<file path="src/rtl/note_lane_scheduler.sv">
// note_lane_scheduler
//   Sequences the arrow-dropper lanes of the rhythm game. Walks a chart of
//   (frame, lane) spawn entries and pulses a one-cycle spawn strobe to the
//   matching dropper lane. Tracks which lanes hold a live arrow and folds
//   per-lane hit/miss reports into score, combo and hit/miss counters.
//
// Ports
//   frame_clk       frame clock (single clock domain)
//   Reset           asynchronous active-low reset
//   keycode         primary keycode from the keyboard decoder
//   keycode_second  secondary keycode from the keyboard decoder
//   chart_addr      chart ROM address (ROM is combinational-read)
//   chart_time      frame number at which the addressed entry spawns
//   chart_lane      lane of the addressed entry
//   chart_valid     0 marks the end of the chart
//   lane_hit        per-lane pulse: arrow hit inside the window
//   lane_miss       per-lane pulse: arrow reached the bottom
//   spawn           one-cycle spawn strobe to a dropper lane (one-hot or zero)
//   lane_active     lane currently holds a live arrow
//   frame_cnt       frames elapsed in RUN (saturating)
//   score           accumulated score (saturating)
//   combo           current consecutive-hit count (saturating)
//   max_combo       best combo of the run
//   hit_cnt         total hits (saturating)
//   miss_cnt        total misses (saturating)
//   run_state       0 IDLE, 1 RUN, 2 DONE

module note_lane_scheduler #(
  parameter int          NUM_LANES  = 4,
  parameter int          CHART_AW   = 6,
  parameter int          HIT_POINTS = 10,
  parameter logic [7:0]  START_KEY  = 8'h2C,
  parameter logic [7:0]  RESET_KEY  = 8'h01,
  localparam int         LW         = (NUM_LANES > 1) ? $clog2(NUM_LANES) : 1
) (
  input  logic                  frame_clk,
  input  logic                  Reset,
  input  logic [7:0]            keycode,
  input  logic [7:0]            keycode_second,
  output logic [CHART_AW-1:0]   chart_addr,
  input  logic [11:0]           chart_time,
  input  logic [LW-1:0]         chart_lane,
  input  logic                  chart_valid,
  input  logic [NUM_LANES-1:0]  lane_hit,
  input  logic [NUM_LANES-1:0]  lane_miss,
  output logic [NUM_LANES-1:0]  spawn,
  output logic [NUM_LANES-1:0]  lane_active,
  output logic [11:0]           frame_cnt,
  output logic [15:0]           score,
  output logic [7:0]            combo,
  output logic [7:0]            max_combo,
  output logic [7:0]            hit_cnt,
  output logic [7:0]            miss_cnt,
  output logic [1:0]            run_state
);

  typedef enum logic [1:0] {
    ST_IDLE = 2'd0,
    ST_RUN  = 2'd1,
    ST_DONE = 2'd2
  } state_t;

  localparam logic [CHART_AW-1:0] LAST_ADDR = '1;

  state_t                 state_q, state_d;
  logic [CHART_AW-1:0]    chart_addr_q, chart_addr_d;
  logic                   exhausted_q, exhausted_d;
  logic [NUM_LANES-1:0]   lane_active_q, lane_active_d;
  logic [11:0]            frame_cnt_q, frame_cnt_d;
  logic [15:0]            score_q, score_d;
  logic [7:0]             combo_q, combo_d;
  logic [7:0]             max_combo_q, max_combo_d;
  logic [7:0]             hit_cnt_q, hit_cnt_d;
  logic [7:0]             miss_cnt_q, miss_cnt_d;

  logic [NUM_LANES-1:0]   spawn_vec;
  logic                   spawn_fire;
  logic [NUM_LANES-1:0]   valid_hit;
  logic [NUM_LANES-1:0]   valid_miss;
  logic [7:0]             hit_num;
  logic [7:0]             miss_num;
  logic [16:0]            score_sum;
  logic [8:0]             combo_sum;
  logic [8:0]             hit_sum;
  logic [8:0]             miss_sum;
  logic                   start_key;
  logic                   reset_key;
  logic                   chart_done;

  assign start_key  = (keycode == START_KEY) || (keycode_second == START_KEY);
  assign reset_key  = (keycode == RESET_KEY) || (keycode_second == RESET_KEY);
  // Once the final ROM address has spawned, the chart is treated as ended
  // even if that address never carried an end marker.
  assign chart_done = !chart_valid || exhausted_q;

  // The head chart entry spawns only when it is due and its lane is free.
  // A blocked head entry holds back everything behind it (in-order chart).
  always_comb begin
    spawn_vec  = '0;
    spawn_fire = 1'b0;
    if (state_q == ST_RUN && !chart_done && frame_cnt_q >= chart_time &&
        !lane_active_q[chart_lane]) begin
      spawn_fire            = 1'b1;
      spawn_vec[chart_lane] = 1'b1;
    end
  end

  // Reports only count against live arrows; a hit masks a miss on the same
  // lane in the same cycle.
  always_comb begin
    valid_hit  = '0;
    valid_miss = '0;
    if (state_q == ST_RUN) begin
      valid_hit  = lane_hit & lane_active_q;
      valid_miss = lane_miss & lane_active_q & ~lane_hit;
    end
  end

  always_comb begin
    hit_num  = '0;
    miss_num = '0;
    for (int i = 0; i < NUM_LANES; i++) begin
      hit_num  = hit_num + 8'(valid_hit[i]);
      miss_num = miss_num + 8'(valid_miss[i]);
    end
  end

  // Wide sums so saturation is a simple carry-out check.
  assign score_sum = {1'b0, score_q} + 17'(hit_num * 8'(HIT_POINTS));
  assign combo_sum = {1'b0, combo_q} + {1'b0, hit_num};
  assign hit_sum   = {1'b0, hit_cnt_q} + {1'b0, hit_num};
  assign miss_sum  = {1'b0, miss_cnt_q} + {1'b0, miss_num};

  // Run-state machine and all statistics updates.
  always_comb begin
    state_d       = state_q;
    chart_addr_d  = chart_addr_q;
    exhausted_d   = exhausted_q;
    lane_active_d = lane_active_q;
    frame_cnt_d   = frame_cnt_q;
    score_d       = score_q;
    combo_d       = combo_q;
    max_combo_d   = max_combo_q;
    hit_cnt_d     = hit_cnt_q;
    miss_cnt_d    = miss_cnt_q;

    case (state_q)
      ST_IDLE: begin
        if (start_key) begin
          state_d       = ST_RUN;
          chart_addr_d  = '0;
          exhausted_d   = 1'b0;
          lane_active_d = '0;
          frame_cnt_d   = '0;
          score_d       = '0;
          combo_d       = '0;
          max_combo_d   = '0;
          hit_cnt_d     = '0;
          miss_cnt_d    = '0;
        end
      end

      ST_RUN: begin
        if (frame_cnt_q != 12'hFFF) begin
          frame_cnt_d = frame_cnt_q + 12'd1;
        end

        // Spawn is ORed in after the clear so a lane freed and refilled in
        // the same cycle ends up active.
        lane_active_d = (lane_active_q & ~(valid_hit | valid_miss)) | spawn_vec;

        if (spawn_fire) begin
          if (chart_addr_q == LAST_ADDR) begin
            exhausted_d = 1'b1;
          end else begin
            chart_addr_d = chart_addr_q + 1'b1;
          end
        end

        score_d    = score_sum[16] ? 16'hFFFF : score_sum[15:0];
        hit_cnt_d  = hit_sum[8] ? 8'hFF : hit_sum[7:0];
        miss_cnt_d = miss_sum[8] ? 8'hFF : miss_sum[7:0];

        if (miss_num != 8'd0) begin
          combo_d = '0;
        end else begin
          combo_d = combo_sum[8] ? 8'hFF : combo_sum[7:0];
        end
        max_combo_d = (combo_d > max_combo_q) ? combo_d : max_combo_q;

        if (chart_done && lane_active_q == '0) begin
          state_d = ST_DONE;
        end
      end

      ST_DONE: begin
        if (reset_key) begin
          state_d = ST_IDLE;
        end
      end

      default: begin
        state_d = ST_IDLE;
      end
    endcase
  end

  always_ff @(posedge frame_clk or negedge Reset) begin
    if (!Reset) begin
      state_q       <= ST_IDLE;
      chart_addr_q  <= '0;
      exhausted_q   <= 1'b0;
      lane_active_q <= '0;
      frame_cnt_q   <= '0;
      score_q       <= '0;
      combo_q       <= '0;
      max_combo_q   <= '0;
      hit_cnt_q     <= '0;
      miss_cnt_q    <= '0;
    end else begin
      state_q       <= state_d;
      chart_addr_q  <= chart_addr_d;
      exhausted_q   <= exhausted_d;
      lane_active_q <= lane_active_d;
      frame_cnt_q   <= frame_cnt_d;
      score_q       <= score_d;
      combo_q       <= combo_d;
      max_combo_q   <= max_combo_d;
      hit_cnt_q     <= hit_cnt_d;
      miss_cnt_q    <= miss_cnt_d;
    end
  end

  assign chart_addr  = chart_addr_q;
  assign spawn       = spawn_vec;
  assign lane_active = lane_active_q;
  assign frame_cnt   = frame_cnt_q;
  assign score       = score_q;
  assign combo       = combo_q;
  assign max_combo   = max_combo_q;
  assign hit_cnt     = hit_cnt_q;
  assign miss_cnt    = miss_cnt_q;
  assign run_state   = state_q;

endmodule

</file>
<file path="config.mk">
export PLATFORM = sky130hd
export DESIGN_NAME = note_lane_scheduler
export DESIGN_NICKNAME = d
export VERILOG_FILES = /design/src/rtl/note_lane_scheduler.sv
export SDC_FILE = /design/constraint.sdc
export NUM_CORES = 1
export LEC_CHECK = 0
export ABC_AREA = 1
export CORE_MARGIN = 1.5
export CORE_UTILIZATION = 30
export CTS_BUF_LIST = sky130_fd_sc_hd__clkbuf_8
export CTS_CLUSTER_SIZE = 14
export DETAILED_ROUTE_END_ITERATION = 10
export PLACE_DENSITY = 0.63
export SLEW_MARGIN = 20
export SYNTH_ARGS = -nofsm -noshare
export SYNTH_HDL_FRONTEND = slang
export SYNTH_SLANG_ARGS = --single-unit
</file>
<file path="constraint.sdc">
create_clock -name frame_clk -period 6.79 [get_ports frame_clk]
set_input_delay 2.037 -clock frame_clk [delete_from_list [all_inputs] [get_ports frame_clk]]
set_output_delay 2.037 -clock frame_clk [all_outputs]
set_load 0.01 [all_outputs]
</file>
# After elaboration in Yosys (flattened, before gate mapping)
# Index checks and enable logic that the tools add are counted.
# classes
n_mul	1
shift	0
div	0
n_mux	39
n_reduce_logical	21
n_lt_le_gt_ge	4
n_bitwise	8
eq_ne	16
add_sub_neg	12
# ops
cell	n
$pmux 8 s2	4
$mux 8	7
$mux 16	2
$pmux 16 s2	1
$add 8x4->9	3
$mux 12	2
$pmux 12 s2	1
$mux 6	3
$add 16x8->17	1
$and 4x4->4	4
$eq 8x1->1 const B	2
$eq 8x6->1 const B	2
$mux 4	4
$add 12x1->12 const B	1
$ge 12x12->1	1
$ne 12x12->1 const B	1
$pmux 6 s2	1
$reduce_and 3->1	3
$add 3x1->4	2
$gt 8x8->1	1
$ne 2x1->1 const B	4
$ne 2x2->1 const B	4
$not 4->4	2
$or 4x4->4	2
25 further kinds	43
# word_totals
latch_bits	0
in_bits	41
output_inout_bits	76
rom_bits	0
mem_count	0
mem_bits_rw	0
ff_bits	73
word_cells	111

# Logic depth before layout (Yosys ltp)
# depth
word_depth	12
mapped_depth	31
mapped_depth_nobuf	30

# Worst setup path before layout
# Ideal clock, no wire load.
# synth_path
path_kind	in2reg
start	in lane_hit[0]
end	reg max_combo_q[0] (netlist: max_combo[0])
t_arrival_ps	5638
path_slack_ps	1087
n_path_buf	0
setup_ps	65
t_required_ps	6725
cell_stages	25
path_cell_list	inv_1 -> nor3_1 -> fa_1 -> ha_1 -> ha_1 -> inv_1 -> fa_1 -> inv_1 -> nand2_1 -> nand2_1 -> nand2_1 -> nor2_1 -> nand2_1 -> nand3_1 -> nand2_1 -> inv_1 -> ha_1 -> a21oi_1 -> o21a_1 -> nand2_1 -> nand2_1 -> nand2_1 -> nand2_1 -> nand2_1 -> nand2_1
# synth_between
elab_chain_cells	12
word_cells_on_any_way	21
cone_classes	add/sub (7); order compare (1); eq/ne (1); mux (7); bitwise (3); reduce/logical (2)
# synth_lines
item	line	source
from (decl)	44	input logic [NUM_LANES-1:0] lane_hit,
$and 4x4->4 or $not 4->4 (tied branches)	114, 115	
$mux 4 or $and 4x4->4 (tied branches)	113, 115	
$add 1x1->2 or $mux 4 (tied branches)	123, 113	
$add 2x1->3 or $add 1x1->2 (tied branches)	123, 124	
$add 3x1->4 or $add 2x1->3 (tied branches)	123, 124	
$add 8x4->9 or $add 3x1->4 (tied branches)	130, 124	
$mux 8 or $reduce_bool 8->1 (tied branches)	187, 184	
$mux 8 *	184	if (miss_num != 8'd0) begin
$mux 8 *	147	case (state_q)
$gt 8x8->1	189	max_combo_d = (combo_d > max_combo_q) ? combo_d : max_combo_q;
$ne 2x1->1 (no source line)	--	
$reduce_and 3->1 (no source line)	--	
to (signal assigned)	228	max_combo_q <= max_combo_d;
to (decl)	72	logic [7:0] max_combo_q, max_combo_d;
# Mark *: on every way between the ends. The rest lies on a longest branch, timed or not. The select of a mux whose other input is x is not followed.
# A chain may end at the register's enable or synchronous reset.

# Worst setup path in the final report
# layout_path
start	in chart_time[11]
end	out spawn[0]
# layout_between
elab_chain_cells	4
# layout_lines
item	line	source
from (decl)	41	input logic [11:0] chart_time,
$ge 12x12->1	101	if (state_q == ST_RUN && !chart_done && frame_cnt_q >= chart_time &&
$logic_and 1x1->1 (2 in a row)	101	
$mux 4	101	
to (decl)	46	output logic [NUM_LANES-1:0] spawn,
# Every way passes these cells.

==> qor.csv <==
stage,metric,value,unit
place,placed instance area,0.006750,mm²
sta,Setup Skew,0.009463,ns
cts,Worst-path clk slew,0.07,ns
detailed_routing,Post-Route WL,14.83,mm
power_and_ir_drop,pwr/cell area,180.1,mW/mm²
global_route,largest net degree at the start of global routing,73,
cts,CTS max path bufs,2,
floorplan,DIE WIDTH,136.1,µm
floorplan,I/O pins,117,
worst_setup_path,"critical path, cell by cell",clkdlybuf4s50_1 > inv_1 > ha_1 > nand2_1 > nor2_1 > nand2_1 > nor2_1 > nand2_1 > nand2_1 > nand4_1 > inv_1 > clkdlybuf4s50_1,
power_and_ir_drop,Peak VDD IR,0.1305,mV
global_route,first-pass GRT wire length,25.01,mm
finish,"most common cell after layout, fill and taps aside",nand2_1,
floorplan,core area,0.01730,mm²
worst_setup_path,r2r setup slk,1.52,ns
cts,H-Tree Depth,3,
cts,CTS hold repair buffers,0,
logic_synthesis,Post-synth EDFFs,0,
worst_setup_path,cell mode on critical path,nand2_1,
global_route,Overall Global Routing Usage,17.14,%
sta,period utilisation layout,91.69,%
worst_setup_path,Crit path buffers/inverters,4,
logic_synthesis,Synth async-reset ratio,100.0,%
place,GPL Wtd Cong,0.8157,
status,outcome,finished clean,
detailed_routing,Detailed Route Iter0 Violations,302,
sta,fmax,160.6,MHz
worst_setup_path,peak per-stage delay on the critical path,0.56,ns
global_route,initial antenna violation count,0,
logic_synthesis,Syn Std Cell Area,0.005313,mm²
worst_setup_path,crit path max-delay cell type,clkdlybuf4s50_1,
place,Port Buffers,116,
sta,Final Hold Viols,0,
worst_setup_path,worst path required time,4.75,ns
logic_synthesis,Cell variety after synth,33,
place,DP Worst Slack,0.3213,ns
finish,Nets,958,
sta,slew margin rel.,35.59,%
cts,cts bufs inserted,9,
global_route,"Remaining Overflow, GRT",0,
detailed_routing,DRC,0,
sta,Slew @ Worst Pin,0.9662,ns
logic_synthesis,sequential share of the synthesized area,34.39,%
detailed_routing,DR WL/cell,13.53,µm
worst_setup_path,critical path's top delay family,buffers and inverters,
sta,Setup TNS,0,ns
sta,endpoints failing setup,0,
finish,Antenna Cells,0,
sta,setup ws final,0.5640,ns
detailed_routing,antenna-violating nets left,0,
finish,share of cells above drive strength 1,3.789,%
run,max cap viols,0,
sta,RSZ-0062 raised after global routing,false,
cts,CTS tree,done,
sta,final count of pins violating max slew,0,
worst_hold_path,worst hold path type,flop to flop,
worst_setup_path,Critical Path End Type,output port,
worst_setup_path,Critical Path AT,4.19,ns
logic_synthesis,Seq cells post-synth,73,
cts,clk_lat worst skew,0.37,ns
detailed_routing,1st-pass router iterations,4,
logic_synthesis,Mapped Avg Cell Area,7.121,µm²
logic_synthesis,Yosys warnings,0,
logic_synthesis,Syn Nets,837,
worst_setup_path,CP startpoint kind,primary input,
logic_synthesis,"Top FF cell, synth",dfrtp_1,
cts,clk sink count,73,
cts,CTS root buf,clkbuf_8,
floorplan,die height,136.1,µm
cts,post_cts resized,0,
logic_synthesis,Post-Syn Instances,746,
finish,Syn-to-layout area delta,31.02,%
worst_setup_path,WS Path Type,primary input to output port,
power_and_ir_drop,leakage,3.639,nW
floorplan,Die Area,0.01852,mm²
floorplan,site row count,48,
finish,fin area,0.006960,mm²
detailed_routing,via/cell ratio,4.753,
sta,fin crit period,6.226,ns
worst_setup_path,"Max FO, Critical Path",5,
finish,most frequent cells in the layout,"nand2_1, clkdlybuf4s50_1, inv_1",
floorplan,Initial Util,30.71,%
global_route,vias in the first global route,4896,
place,post-detail-place hpwl,10.80,mm
cts,number of buffers added for setup after CTS,0,
detailed_routing,via count,5209,
==> worst paths after layout <==
path	startpoint	to	cells past startpoint
worst max register to register	run_state[0]$_DFFE_PN0P_	max_combo[2]$_DFFE_PN0P_	28
worst min register to register	score[0]$_DFFE_PN0P_	score[0]$_DFFE_PN0P_	2
max in group asynchronous	Reset	score[1]$_DFFE_PN0P_	2
worst max-delay path	chart_time[11]	spawn[0]	12
worst min-delay path	score[0]$_DFFE_PN0P_	score[0]$_DFFE_PN0P_	2
min in group asynchronous	Reset	max_combo[5]$_DFFE_PN0P_	1
==> routing by layer <==
layer  track usage, %  wire, µm  share of wire (%)  up-vias
met5                0         0                  0        -
met4            3.487       134               0.90        0
met3            4.549       814                5.5        7
met2            26.85      6777                 46      120
met1            23.71      7107                 48     2417
li1                 -         -                  -     2665
==> sequential cells by signal (all words and copies together), names as in the netlist <==
register     flops
score           16
frame_cnt       12
combo            8
hit_cnt          8
max_combo        8
miss_cnt         8
chart_addr       6
lane_active      4
run_state        2
exhausted_q      1
==> synth_stat cells (2+ instances only) <==
cell type,instances,share of area (%)
nand4_1,20,2.4
or2_2,2,0.24
a21oi_1,17,1.6
clkbuf_1,3,0.21
o31ai_1,3,0.42
dfrtp_1,73,34
nand2_2,2,0.24
fa_1,6,2.3
xor2_1,13,2.1
nand3b_1,4,0.57
xnor2_1,5,0.82
nor4_1,7,0.82
inv_2,2,0.14
buf_2,11,1.0
inv_1,109,7.7
nand3_1,67,6.3
a21o_1,2,0.28
nor2_1,52,3.7
nand2_1,231,16
o22ai_1,8,0.94
ha_1,44,10
nor3_1,14,1.3
o21ai_0,38,3.6
o21bai_1,2,0.28
a31oi_1,2,0.24
o211ai_1,2,0.28
==> cells by family (layout without fill, tap and decap cells) <==
family	count (synthesis)	after routing	synth area share [%]
and+or+nand+nor	404	404	33.07
DFF	73	73	34.39
AOI/OAI and AO/OA	76	76	7.866
adders and majority gates	50	50	12.62
buffers and inverters	125	250	9.091
xor gates and xnor gates	18	18	2.967
==> per-stage QoR <==
step / hold WS (ns) / instances / total power [W] / utilization (%)
after global placement: 0.4692 / 1081 / 0.0008823 / 39.03
after CTS: 0.4900 / 1096 / 0.001276 / 40.24
after floorplan: 0.4728 / 746 / 0.0007139 / -
final: 0.4945 / 1096 / 0.001253 / 40.24
after detailed placement: 0.4636 / 1081 / 0.0008877 / 39.03
after global routing: 0.5081 / 1096 / 0.001346 / 40.24
==> report_power, final <==
group / leakage, nW / total, W / internal (W) / switching (W)
sequential: 0.992 / 0.000536 / 0.000475 / 0.0000613
clock: 0.115 / 0.000380 / 0.000212 / 0.000168
combinational: 2.53 / 0.000337 / 0.000168 / 0.000169
==> worst min-delay path: stages (launching register included) <==
cell	delay, ns
dfrtp_1	0.35
nand2_1	0.06
nand2_1	0.05
==> final cells by class <==
class / count / area [µm²]
Fill cell: 1834 / 10340
Sequential cell: 73 / 1827
Multi-Input combinational cell: 548 / 3007
Tap cell: 225 / 281.5
Timing Repair Buffer: 124 / 1219
Inverter: 111 / 416.7
Clock buffer: 10 / 137.6
Clock inverter: 5 / 72.57
Note: power is estimated with default switching activity, not from simulation.
